**config.mk**
```make
export PLATFORM = sky130hd
export DESIGN_NAME = traceback_streamer
export DESIGN_NICKNAME = d
export VERILOG_FILES = /design/src/rtl/traceback_streamer.sv
export SDC_FILE = /design/constraint.sdc
export NUM_CORES = 1
export LEC_CHECK = 0
export CAP_MARGIN = 10
export CORE_ASPECT_RATIO = 1.2
export CORE_UTILIZATION = 45
export DETAILED_ROUTE_END_ITERATION = 10
export PLACE_DENSITY_LB_ADDON = 0.12
export SKIP_CTS_REPAIR_TIMING = 1
export SLEW_MARGIN = 40
export SYNTH_ARGS = -nofsm -noshare
export SYNTH_HDL_FRONTEND = slang
export SYNTH_SLANG_ARGS = --single-unit
```
**constraint.sdc**
```tcl
create_clock -name clk -period 16.2 [get_ports clk]
set_input_delay 1.62 -clock clk [delete_from_list [all_inputs] [get_ports clk]]
set_output_delay 1.62 -clock clk [all_outputs]
set_load 0.01 [all_outputs]
```
**src/rtl/traceback_streamer.sv**
```systemverilog
// Traceback streamer: snapshots a solver's direction grid plus the max-score
// cell, then walks the traceback path toward the origin. It emits one
// direction per accepted beat, end of alignment first.
//
// Output handshake: a beat transfers on a rising edge where out_valid and
// out_ready are both high. Once out_valid is raised it stays high, and
// out_dir/out_last stay unchanged, until that transfer happens. out_ready
// has no effect while out_valid is low.

package datatypes_pkg;
  typedef enum logic [1:0] {
    NONE = 2'd0,
    DIAG = 2'd1,
    UP   = 2'd2,
    LEFT = 2'd3
  } direction_t;
endpackage

module traceback_streamer
  import datatypes_pkg::*;
#(
  parameter int LEN1 = 10,  // sequence 1 length, grid columns
  parameter int LEN2 = 9,   // sequence 2 length, grid rows
  localparam int ROW_W = $clog2(LEN2) + 1,
  localparam int COL_W = $clog2(LEN1) + 1,
  localparam int PL_W  = $clog2(LEN1 + LEN2) + 1
) (
  input  logic              clk,
  input  logic              rst,        // asynchronous, active low
  input  logic              start,
  input  direction_t        grid [LEN2][LEN1],
  input  logic [ROW_W-1:0]  start_row,
  input  logic [COL_W-1:0]  start_col,
  output logic              out_valid,
  input  logic              out_ready,
  output direction_t        out_dir,
  output logic              out_last,
  output logic              busy,
  output logic              done,
  output logic [PL_W-1:0]   path_len,
  output logic [1:0]        dbg_state
);

  // Walk coordinates only ever hold in-grid values, so they drop the spare bit.
  localparam int RW = $clog2(LEN2);
  localparam int CW = $clog2(LEN1);

  typedef enum logic [1:0] {
    S_IDLE = 2'd0,
    S_WALK = 2'd1,
    S_FIN  = 2'd2
  } state_t;

  state_t            state_q, state_d;
  direction_t        snap_q [LEN2][LEN1];
  direction_t        snap_d [LEN2][LEN1];
  logic [RW-1:0]     r_q, r_d;
  logic [CW-1:0]     c_q, c_d;
  logic [PL_W-1:0]   plen_q, plen_d;

  logic              start_in_range;
  direction_t        start_cell;
  direction_t        cur_dir;
  direction_t        next_dir;
  logic              step_ok;
  logic              is_last;
  logic [RW-1:0]     nr;
  logic [CW-1:0]     nc;
  logic              fire;

  // Validate the requested start cell before anything is captured.
  always_comb begin
    start_in_range = (start_row < ROW_W'(LEN2)) && (start_col < COL_W'(LEN1));
    start_cell     = NONE;
    if (start_in_range) begin
      start_cell = grid[start_row[RW-1:0]][start_col[CW-1:0]];
    end
  end

  // Lookahead: the next coordinate and whether the current beat ends the path.
  // Zero checks happen before any decrement, so coordinates never wrap.
  always_comb begin
    cur_dir  = snap_q[r_q][c_q];
    nr       = r_q;
    nc       = c_q;
    step_ok  = 1'b0;
    next_dir = NONE;
    case (cur_dir)
      DIAG: begin
        step_ok = (r_q != '0) && (c_q != '0);
        if (step_ok) begin
          nr = r_q - 1'b1;
          nc = c_q - 1'b1;
        end
      end
      UP: begin
        step_ok = (r_q != '0);
        if (step_ok) nr = r_q - 1'b1;
      end
      LEFT: begin
        step_ok = (c_q != '0);
        if (step_ok) nc = c_q - 1'b1;
      end
      default: step_ok = 1'b0;
    endcase
    if (step_ok) next_dir = snap_q[nr][nc];
    is_last = !step_ok || (next_dir == NONE);
  end

  // State register.
  always_ff @(posedge clk or negedge rst) begin
    if (!rst) state_q <= S_IDLE;
    else      state_q <= state_d;
  end

  // Next-state logic.
  always_comb begin
    state_d = state_q;
    case (state_q)
      S_IDLE: begin
        if (start) begin
          if (!start_in_range || (start_cell == NONE)) state_d = S_FIN;
          else                                        state_d = S_WALK;
        end
      end
      S_WALK: begin
        if (out_ready && is_last) state_d = S_FIN;
      end
      S_FIN:   state_d = S_IDLE;
      default: state_d = S_IDLE;
    endcase
  end

  // Output decode from state and the snapshot.
  always_comb begin
    out_valid = (state_q == S_WALK);
    out_dir   = (state_q == S_WALK) ? cur_dir : NONE;
    out_last  = (state_q == S_WALK) && is_last;
    busy      = (state_q == S_WALK);
    done      = (state_q == S_FIN);
    path_len  = plen_q;
    dbg_state = state_q;
  end

  assign fire = out_valid && out_ready;

  // Datapath next values: capture on accepted start, advance on each handshake.
  always_comb begin
    snap_d = snap_q;
    r_d    = r_q;
    c_d    = c_q;
    plen_d = plen_q;
    case (state_q)
      S_IDLE: begin
        if (start) begin
          snap_d = grid;
          plen_d = '0;
          r_d    = '0;
          c_d    = '0;
          if (start_in_range) begin
            r_d = start_row[RW-1:0];
            c_d = start_col[CW-1:0];
          end
        end
      end
      S_WALK: begin
        if (fire) begin
          plen_d = plen_q + 1'b1;
          r_d    = nr;
          c_d    = nc;
        end
      end
      default: ;
    endcase
  end

  // Datapath registers; reset clears the snapshot to NONE.
  always_ff @(posedge clk or negedge rst) begin
    if (!rst) begin
      for (int i = 0; i < LEN2; i++) begin
        for (int j = 0; j < LEN1; j++) begin
          snap_q[i][j] <= NONE;
        end
      end
      r_q    <= '0;
      c_q    <= '0;
      plen_q <= '0;
    end else begin
      snap_q <= snap_d;
      r_q    <= r_d;
      c_q    <= c_d;
      plen_q <= plen_d;
    end
  end

endmodule

```
==> run summary, run 1 <==
I/O pins -> 208
Critical R2R Capture -> dbg_state[1]
Synth top area share -> 41.87%
Critical Path Start Type -> flip-flop
Post-Syn Instances -> 1457
final WL -> 40790 um
CTS Buf Count -> 17
RSZ-0062 raised after global routing -> no
critical path depth -> 22
ys flop type -> dfrtp_1
RR Startpoint -> r_q[1]
Synth top cells by count -> nand2_1, dfrtp_1, nor3_1, nor2_1, clkbuf_1
Initial Util -> 45.86%
via count -> 11690
TritonCTS Sinks -> 196
row count -> 64
initial antenna violation count -> 0
status -> complete, no violations
initial DRC count -> 1234
register area share after synthesis -> 41.87%
fill count -> 2395
via/cell ratio -> 6.025
family with the most delay on the worst path -> compound AO/OA/AOI/OAI gates
largest area contributor in the netlist -> dfrtp_1
max incr delay on CP -> 0.63 ns
first-pass GRT wire length -> 63830 um
multi-input logic area -> 6385 sq um
clk_lat worst skew -> 0.45 ns
Final WS setup -> 7.078 ns
static leakage -> 6.458 nW
root buffer cell -> clkbuf_16
Mapped Area -> 11710 sq um
total power -> 0.001515 W
# diodes -> 0
Final min period -> 9.122 ns
crit path launch -> r_q[1]
CP dominant cell by count -> nor3_1
FF/Latch Area -> 4907 sq um
layout cells sized above 1 -> 7.267%
first-pass detailed-route iteration total -> 5
gpl congestion -> 0.9559
Syn-to-layout area delta -> 24.71%
final hold violation count -> 0
fin crit share -> 56.31%
Area after DPL -> 13940 sq um
design area -> 14610 sq um
count leader, synth -> nand2_1
DIE HEIGHT -> 178.7 um
Clk pin slew, worst setup/hold paths -> 0.08 ns
Synth cell types -> 71
FF+latch count, synth -> 196
Die Width -> 149.3 um
kind of critical path -> flip-flop to output port
number of max-cap violations -> 0
DRC errors left -> 0
Final TNS setup -> 0 ns
Fmax -> 0.1096 GHz
Critical Path RT -> 14.58 ns
DP HPWL -> 29580 um
CTS tree -> built
Peak VDD IR -> 0.05041 mV
Placement Setup Slack -> 7.606 ns
gr usage total -> 31.53%
vias in the first global route -> 11240
Core Region -> 25540 sq um
Worst Setup EP -> out_last
FF-to-FF path depth -> 21
critical path's slowest cell -> nor4b_1
final clock skew -> 0.01252 ns
Syn Area/Cell -> 8.040 sq um
port bufs -> 207
DR WL/cell -> 21.03 um
Cell Pwr Density -> 103.7 nW/um^2
Final nets -> 1798
Slew HR -> 41.21%
largest net degree at the start of global routing -> 119
WP data arrival -> 7.50 ns
Routed Antenna Nets -> 0
Max Root-Sink Buffers -> 2
Post-synth EDFFs -> 0
critical path endpoint category -> output port
Critical Path, Cell by Cell -> buf_4 > nor3_1 > and2_1 > a221o_1 > a21oi_1 > nor3_1 > o21ai_0 > o21ai_0 > a22oi_1 > inv_1 > ha_1 > nor4b_1 > nor3_1 > o2bb2ai_1 > o221a_2 > nand2_1 > o41ai_1 > a211oi_1 > o32ai_1 > nor4_2 > nor2_1 > clkdlybuf4s50_1
Reg2Reg Setup Slack -> 9.44 ns
Worst-Margin Slew -> 0.8818 ns
Slew Viols, Final -> 0
grt ovf -> 0
Ys Warns -> 0
Hold WC Path Type -> flip-flop to flip-flop
CTS H-Tree Depth -> 4
Die ar. -> 26680 sq um
largest cells by area after synthesis -> dfrtp_1, nand2_1, mux4_2
Setup Viol. Count Final -> 0
syn_nets -> 1658
crit-path max FO -> 41
Async SR Flop Fraction -> 100.0%
Buffers & Inverters on Critical Path -> 3
==> layout by cell type, fill, tap and decap left out, types with 3 or more instances in the layout <==
| cell type | netlist | routed |
|---|---|---|
| mux4_2 | 44 | 44 |
| a22oi_1 | 12 | 12 |
| mux2i_1 | 5 | 5 |
| a21oi_1 | 58 | 58 |
| dfrtp_1 | 196 | 194 |
| o32ai_1 | 7 | 7 |
| nor2b_1 | 5 | 4 |
| clkbuf_16 | 0 | 18 |
| o21ai_0 | 41 | 41 |
| o2111ai_1 | 4 | 4 |
| o221ai_1 | 4 | 4 |
| inv_8 | 0 | 4 |
| buf_4 | 1 | 10 |
| nand4_1 | 5 | 5 |
| clkinv_8 | 0 | 5 |
| xor2_1 | 3 | 3 |
| nor4_1 | 16 | 16 |
| ha_1 | 7 | 7 |
| inv_1 | 9 | 9 |
| buf_6 | 3 | 5 |
| o211ai_1 | 7 | 7 |
| o311ai_0 | 6 | 6 |
| or3_1 | 5 | 5 |
| o31ai_1 | 7 | 7 |
| a21o_1 | 4 | 4 |
| a211oi_1 | 29 | 29 |
| nand2_1 | 568 | 567 |
| o22ai_1 | 12 | 12 |
| inv_12 | 0 | 3 |
| clkdlybuf4s50_1 | 0 | 205 |
| nand3_1 | 10 | 10 |
| a31oi_1 | 6 | 6 |
| nor3_1 | 110 | 110 |
| nor2_1 | 103 | 101 |
| a221o_1 | 18 | 18 |
==> logic make-up after synthesis <==
logic type / share of synthesized area [%]
and+or+nand+nor: 29.50
xor gates and xnor gates: 0.2991
adders and majority gates: 0.7477
AOI/OAI and AO/OA: 14.55
muxes: 9.079
buffers and inverters: 3.952
DFF: 41.87
==> tightest hold or removal path: cells and delay by family, from the launching register on <==
kind	cells	cell delay, ns
simple gates	2	0.11
flops	1	0.37
==> state kept, by name (all words and copies together), names as in the netlist <==
name,cells
path_len,6
c_q,4
dbg_state,2
r_q,4
snap_q,180
==> where the power goes <==
group / switching, W / leakage (nW) / internal (W) / total (W)
sequential: 0.0000842 / 2.44 / 0.000563 / 0.000648
clock: 0.000234 / 0.303 / 0.000214 / 0.000448
combinational: 0.000242 / 3.72 / 0.000178 / 0.000419
==> worst min path at each step <==
stage,startpoint,to,slack [ns],cells after the start
after global placement,snap_q[54],snap_q[54],0.48,2
after CTS,snap_q[54],snap_q[54],0.51,2
after detailed placement,snap_q[54],snap_q[54],0.49,2
final,snap_q[58],snap_q[58],0.51,2
after floorplan,snap_q[122],snap_q[122],0.46,2
after global routing,snap_q[133],snap_q[133],0.53,2
==> metal layers <==
layer | GRT usage, % | wire [um] | share of wire (%)
met1 | 40.54 | 16600 | 41
met2 | 53.43 | 20190 | 49
met3 | 4.097 | 2397 | 5.9
met4 | 13.18 | 1606 | 3.9
met5 | 0 | 0 | 0
==> metrics by stage <==
step	hold slack, ns	utilization (%)	instances
after floorplan	0.4557	-	1457
after global placement	0.4818	54.47	1906
after detailed placement	0.4907	54.58	1906
after CTS	0.5098	57.02	1938
after global routing	0.5286	57.19	1940
final	0.5072	57.19	1940
==> cell type report <==
cell class	instances	area share (%)
multi-input combinational	1147	43.71
sequential	196	33.59
timing repair buffer	224	15.32
clock buffer	17	2.912
tap	330	2.827
clock inverter	15	1.353
inverter	11	0.2827
Note: power is estimated with default switching activity, not from simulation.
==> run 2: changes to the inputs <==
==> constraint.sdc (replaced) <==
create_clock -name clk -period 9 [get_ports clk]
set_input_delay 0.9 -clock clk [delete_from_list [all_inputs] [get_ports clk]]
set_output_delay 0.9 -clock clk [all_outputs]
set_load 0.01 [all_outputs]
==> run 2 against run 1 <==
  * Core utilization is 0.33 points higher
  * Sequential power is 79% higher
  * Non-clock buffer count is 8 higher
  * Combinational power is 82% higher
  * Critical path depth stayed put
  * Wire length is 1.4% higher
  * Clock power is 82% higher
  * Cell area is 0.57% higher
  * Critical path type unchanged
  * Largest power group unchanged
  * Highest routed layer unchanged
==> run summary, run 2 (synthesis gave the netlist of run 1 again) <==
DRC errors left -> 0 (unchanged)
Clk pin slew, worst setup/hold paths -> 0.08 ns (about the same)
TritonCTS Sinks -> 196 (unchanged)
Critical Path RT -> 8.10 ns (was 14.58 ns)
number of max-cap violations -> 0 (unchanged)
static leakage -> 6.517 nW (was 6.458 nW)
Reg2Reg Setup Slack -> 2.31 ns (was 9.44 ns)
grt ovf -> 0 (unchanged)
first-pass detailed-route iteration total -> 5 (unchanged)
via count -> 11590 (was 11690)
Largest Register -> snap_q (unchanged)
Critical Path, Cell by Cell -> nor3_1 > and2_1 > a221o_1 > nand3_1 > o21ai_0 > a22o_1 > o21ai_0 > a211oi_1 > nor2_1 > ha_1 > or2_2 > o2111ai_1 > o41a_1 > nor2_1 > buf_4 > o2111ai_1 > a31oi_1 > o32a_1 > o32ai_1 > nor4_2 > nor2_1 > clkdlybuf4s50_1 (was buf_4 > nor3_1 > and2_1 > a221o_1 > a21oi_1 > nor3_1 > o21ai_0 > o21ai_0 > a22oi_1 > inv_1 > ha_1 > nor4b_1 > nor3_1 > o2bb2ai_1 > o221a_2 > nand2_1 > o41ai_1 > a211oi_1 > o32ai_1 > nor4_2 > nor2_1 > clkdlybuf4s50_1)
dpl cells -> 1914 (was 1906)
Fmax -> 0.1207 GHz
fin crit share -> 92.07%
DIE HEIGHT -> 178.7 um (unchanged)
routed length on met2 -> 20570 um (was 20190 um)
kind of critical path -> flip-flop to output port (unchanged)
RSZ-0062 raised after global routing -> no (unchanged)
largest net degree at the start of global routing -> 118 (was 119)
Hold WC Path Type -> input pin to async pin (was flip-flop to flip-flop)
I/O pins -> 208 (unchanged)
DR WL/cell -> 21.23 um (was 21.03 um)
CTS Buf Count -> 17 (unchanged)
status -> complete, no violations (unchanged)
Die ar. -> 26680 sq um (unchanged)
family with the most delay on the worst path -> compound AO/OA/AOI/OAI gates (unchanged)
max incr delay on CP -> 0.95 ns (was 0.63 ns)
Initial Util -> 45.86% (unchanged)
most frequent cells in the layout -> nand2_1, clkdlybuf4s50_1, dfrtp_1, nor3_1, nor2_1 (unchanged)
row count -> 64 (unchanged)
Final min period -> 8.286 ns
fill count -> 2414 (was 2395)
Routed Antenna Nets -> 0 (unchanged)
CTS H-Tree Depth -> 4 (unchanged)
top sig layer -> met4 (unchanged)
layout cells sized above 1 -> 7.478% (was 7.267%)
RR Startpoint -> r_q[1] (unchanged)
port bufs -> 207 (unchanged)
# diodes -> 0 (unchanged)
initial antenna violation count -> 0 (unchanged)
WP data arrival -> 7.39 ns (was 7.50 ns)
CTS tree -> built (unchanged)
Peak VDD IR -> 0.1050 mV (was 0.05041 mV)
Critical R2R Capture -> dbg_state[1] (unchanged)
Buffers & Inverters on Critical Path -> 2 (was 3)
Critical Path Start Type -> flip-flop (unchanged)
Setup Viol. Count Final -> 0 (unchanged)
Placement Setup Slack -> 1.376 ns (was 7.606 ns)
Core Region -> 25540 sq um (unchanged)
gpl congestion -> 0.9625 (was 0.9559)
final clock skew -> 0.01681 ns (was 0.01252 ns)
first-pass GRT wire length -> 63860 um (was 63830 um)
Final WS setup -> 0.7137 ns (was 7.078 ns)
Max Root-Sink Buffers -> 2 (unchanged)
Slew Viols, Final -> 0 (unchanged)
critical path endpoint category -> output port (unchanged)
CP dominant cell by count -> nor2_1 (was nor3_1)
Largest register FFs -> 180 (unchanged)
most common cell after layout, fill and taps aside -> nand2_1 (unchanged)
critical path's slowest cell -> dfrtp_2 (was nor4b_1)
initial DRC count -> 985 (was 1234)
Final nets -> 1806 (was 1798)
Slew HR -> 41.22% (was 41.21%)
Final TNS setup -> 0 ns (unchanged)
number of cells in the finished layout apart from fillers -> 1948 (was 1940)
gr usage total -> 31.77% (was 31.53%)
final WL -> 41360 um (was 40790 um)
clk_lat worst skew -> 0.45 ns (about the same)
Cell Pwr Density -> 186.6 nW/um^2 (was 103.7 nW/um^2)
vias in the first global route -> 11120 (was 11240)
via/cell ratio -> 5.952 (was 6.025)
FF-to-FF path depth -> 21 (unchanged)
crit-path max FO -> 35 (was 41)
root buffer cell -> clkbuf_16 (unchanged)
Syn-to-layout area delta -> 25.42% (was 24.71%)
Die Width -> 149.3 um (unchanged)
final hold violation count -> 0 (unchanged)
WL met3 -> 2239 um (was 2397 um)
met1 wire length -> 16920 um (was 16600 um)
Worst-Margin Slew -> 0.8817 ns (was 0.8818 ns)
Final Util -> 57.51% (was 57.19%)
DP HPWL -> 30450 um (was 29580 um)
## run 2: cell types whose count changed in the layout (fill, tap and decap cells not counted), sizes merged
cell,previous run,this run
buf,18,26
inv,17,18
clkinv,9,8
## run 2: final cells by class
| class | instances | area (sq um) | share of cell area, % |
|---|---|---|---|
| Multi-Input combinational cell | 1147 | 6390 | 43.49 |
| Clock inverter | 15 | 211.5 | 1.439 |
| Inverter | 11 | 41.29 | 0.2810 |
| Clock buffer | 17 | 425.4 | 2.896 |
| Sequential cell | 196 | 4907 | 33.40 |
| Timing Repair Buffer | 232 | 2303 | 15.68 |
| Tap cell | 330 | 412.9 | 2.810 |
## run 2: worst max path at each step
stage	start	end	slack [ns]	depth (start not counted)
finish	r_q[1]	out_last	0.71	22
global route	r_q[0]	out_last	0.33	22
CTS	r_q[0]	out_last	0.87	21
detailed placement	r_q[0]	out_last	1.38	21
global placement	r_q[1]	out_last	1.56	22
floorplan	r_q[0]	out_last	2.68	22
## run 2: power by group
part           leakage (nW)  switching, W  total (W)  internal [W]
clock                 0.306      0.000427   0.000817      0.000390
sequential             2.44      0.000150    0.00116       0.00101
combinational          3.78      0.000437   0.000761      0.000325
## run 2: worst register-to-register path: cells and delay by family (launching register included)
family / cells / cell delay [ns]
AOI/OAI and AO/OA: 12 / 2.70
adders and majority gates: 1 / 0.45
buffers and inverters: 1 / 0.31
DFF: 1 / 0.95
and+or+nand+nor: 7 / 2.16
## run 2: stage by stage
stage / hold slack (ns) / power [W] / instance area [sq um]
floorplan: 0.4557 / 0.001584 / 11710
global placement: 0.4831 / 0.001915 / 13990
detailed placement: 0.4900 / 0.001927 / 14020
CTS: 0.4593 / 0.002743 / 14650
global route: 0.4691 / 0.002883 / 14690
finish: 0.4069 / 0.002742 / 14690
## run 2: per-layer routing
metal	vias up	GRT usage, %
li1	5383	-
met1	5654	40.35
met2	473	54.40
met3	84	4.427
met4	0	12.76
met5	-	0
==> run 3: changes to the inputs <==
--- a/config.mk
+++ b/config.mk
@@ -7,11 +7,10 @@
 export LEC_CHECK = 0
 export CAP_MARGIN = 10
 export CORE_ASPECT_RATIO = 1.2
-export CORE_UTILIZATION = 45
+export CORE_UTILIZATION = 50
 export DETAILED_ROUTE_END_ITERATION = 10
 export PLACE_DENSITY_LB_ADDON = 0.12
 export SKIP_CTS_REPAIR_TIMING = 1
-export SLEW_MARGIN = 40
 export SYNTH_ARGS = -nofsm -noshare
 export SYNTH_HDL_FRONTEND = slang
 export SYNTH_SLANG_ARGS = --single-unit
==> run 3 against run 2 <==
  * Worst hold slack gained 0.066 ns
  * Power shrank 1.9%
  * Critical path depth is the same
  * Register-to-register slack lost 0.18 ns
  * Clock skew shrank 0.00095 ns
  * Core utilization grew 5.6 points
  * Flip-flop and latch count is the same
  * Worst setup slack lost 0.13 ns
  * Largest cell class unchanged
==> run summary, run 3 (synthesis gave the netlist of run 1 again) <==
fin crit share -> 93.55% (was 92.07%)
final hold violation count -> 0 (unchanged)
first-pass GRT wire length -> 63210 um (was 63860 um)
final WL -> 40330 um (was 41360 um)
Die Width -> 141.7 um (was 149.3 um)
Die ar. -> 24050 sq um (was 26680 sq um)
Peak VDD IR -> 0.1155 mV (was 0.1050 mV)
most common cell after layout, fill and taps aside -> nand2_1 (unchanged)
crit path launch -> r_q[1] (unchanged)
Syn-to-layout area delta -> 24.14% (was 25.42%)
initial antenna violation count -> 0 (unchanged)
Final min period -> 8.420 ns (was 8.286 ns)
largest net degree at the start of global routing -> 103 (was 118)
clk_lat worst skew -> 0.45 ns (about the same)
initial DRC count -> 1073 (was 985)
hold_ws -> 0.4728 ns (was 0.4069 ns)
DIE HEIGHT -> 169.7 um (was 178.7 um)
Slew Viols, Final -> 0 (unchanged)
DRC errors left -> 0 (unchanged)
vias in the first global route -> 11380 (was 11120)
root buffer cell -> clkbuf_16 (unchanged)
Critical R2R Capture -> dbg_state[1] (unchanged)
first-pass detailed-route iteration total -> 7 (was 5)
Largest register FFs -> 180 (unchanged)
via/cell ratio -> 6.055 (was 5.952)
Cell Pwr Density -> 185.0 nW/um^2 (was 186.6 nW/um^2)
DR WL/cell -> 20.88 um (was 21.23 um)
grt ovf -> 0 (unchanged)
Max Root-Sink Buffers -> 2 (unchanged)
kind of critical path -> flip-flop to output port (unchanged)
CTS Buf Count -> 17 (unchanged)
I/O pins -> 208 (unchanged)
final clock skew -> 0.01587 ns (was 0.01681 ns)
Reg2Reg Setup Slack -> 2.13 ns (was 2.31 ns)
gpl congestion -> 0.9907 (was 0.9625)
RSZ-0062 raised after global routing -> no (unchanged)
Largest Register -> snap_q (unchanged)
CTS H-Tree Depth -> 4 (unchanged)
Clk pin slew, worst setup/hold paths -> 0.08 ns (about the same)
Final TNS setup -> 0 ns (unchanged)
via count -> 11690 (was 11590)
crit-path max FO -> 30 (was 35)
Initial Util -> 50.82% (was 45.86%)
Worst Setup EP -> out_last (unchanged)
Worst-Margin Slew -> 1.183 ns (was 0.8817 ns)
total power -> 0.002689 W (was 0.002742 W)
fill count -> 2087 (was 2414)
DP HPWL -> 30020 um (was 30450 um)
WP data arrival -> 7.52 ns (was 7.39 ns)
FF-to-FF path depth -> 21 (unchanged)
critical path endpoint category -> output port (unchanged)
# diodes -> 0 (unchanged)
static leakage -> 6.462 nW (was 6.517 nW)
Routed Antenna Nets -> 0 (unchanged)
Critical Path Start Type -> flip-flop (unchanged)
number of max-cap violations -> 0 (unchanged)
status -> complete, no violations (unchanged)
Final nets -> 1804 (was 1806)
Slew HR -> 21.12% (was 41.22%)
gr usage total -> 34.67% (was 31.77%)
Critical Path RT -> 8.10 ns (about the same)
layout cells sized above 1 -> 7.302% (was 7.478%)
Setup Viol. Count Final -> 0 (unchanged)
row count -> 61 (was 64)
Fmax -> 0.1188 GHz (was 0.1207 GHz)
port bufs -> 207 (unchanged)
CTS tree -> built (unchanged)
Hold WC Path Type -> input pin to async pin (unchanged)
most frequent cells in the layout -> nand2_1, clkdlybuf4s50_1, dfrtp_1, nor3_1, nor2_1 (unchanged)
TritonCTS Sinks -> 196 (unchanged)
Final Util -> 63.09% (was 57.51%)
RR Startpoint -> r_q[1] (unchanged)
Core Region -> 23050 sq um (was 25540 sq um)
run 3: cell types whose count changed in the layout (fill, tap and decap cells not counted), moves of 2 or more:
cell and change:
inv_12 -4, buf_4 +2, inv_8 +2, clkinv_8 -2
buf_6 -2, clkinvlp_4 +2
run 3: area by class of cell:
| cell class | count | area [sq um] | area share, % |
|---|---|---|---|
| multi-input cells | 1147 | 6369 | 43.80 |
| flip-flops and latches | 196 | 4907 | 33.75 |
| repair buffers | 230 | 2241 | 15.41 |
| clock buffers | 18 | 429.2 | 2.951 |
| well taps | 315 | 394.1 | 2.710 |
| clock inverters | 14 | 160.2 | 1.101 |
| inverters | 11 | 41.29 | 0.2839 |
run 3: worst min-delay path by stage:
stage                startpoint           to  slack (ns)  depth (start not counted)
finish                      rst   snap_q[60]        0.47                          1
global route                rst   snap_q[60]        0.53                          1
CTS                         rst   snap_q[60]        0.50                          1
detailed placement   snap_q[55]   snap_q[55]        0.48                          2
global placement     snap_q[55]   snap_q[55]        0.47                          2
floorplan           snap_q[122]  snap_q[122]        0.46                          2
run 3: critical path, cell delays in order (launching register included):
cell and delay, ns:
dfrtp_2 0.85, buf_4 0.41, mux4_2 0.35, a221o_1 0.35, nand3_1 0.09, o21ai_0 0.09, a221o_1 0.30, o21ai_0 0.07
a211oi_1 0.13, nor2_1 0.30, ha_1 0.45, inv_1 0.14, o21ai_0 0.42, o211a_1 1.02, buf_4 0.29, nor2_1 0.05
nor3_1 0.20, o31ai_1 0.12, a22oi_1 0.22, a31oi_1 0.10, nor4_2 0.48, nor2_1 0.07, clkdlybuf4s50_1 0.49
run 3: power breakdown:
| part | internal (W) | switching (W) | total, W |
|---|---|---|---|
| clock | 0.000374 | 0.000399 | 0.000773 |
| combinational | 0.000320 | 0.000427 | 0.000746 |
| sequential | 0.00101 | 0.000155 | 0.00117 |
| total | 0.00171 | 0.000981 | 0.00269 |
run 3: per-stage QoR:
| stage | cell area [sq um] | setup slack, ns | std cells |
|---|---|---|---|
| after CTS | 14540 | 0.6341 | 1931 |
| after global placement | 13950 | 1.236 | 1899 |
| after floorplan | 11710 | 2.682 | 1457 |
| final | 14540 | 0.5803 | 1931 |
| after global routing | 14540 | 0.1276 | 1931 |
| after detailed placement | 13950 | 1.119 | 1899 |
run 3: metal layers:
layer | vias to the layer above | global-route usage [%] | routed length (um)
li1 | 5375 | - | -
met1 | 5688 | 42.66 | 15950
met2 | 521 | 59.82 | 20090
met3 | 108 | 5.333 | 2456
met4 | 0 | 15.94 | 1822
met5 | - | 0 | 0
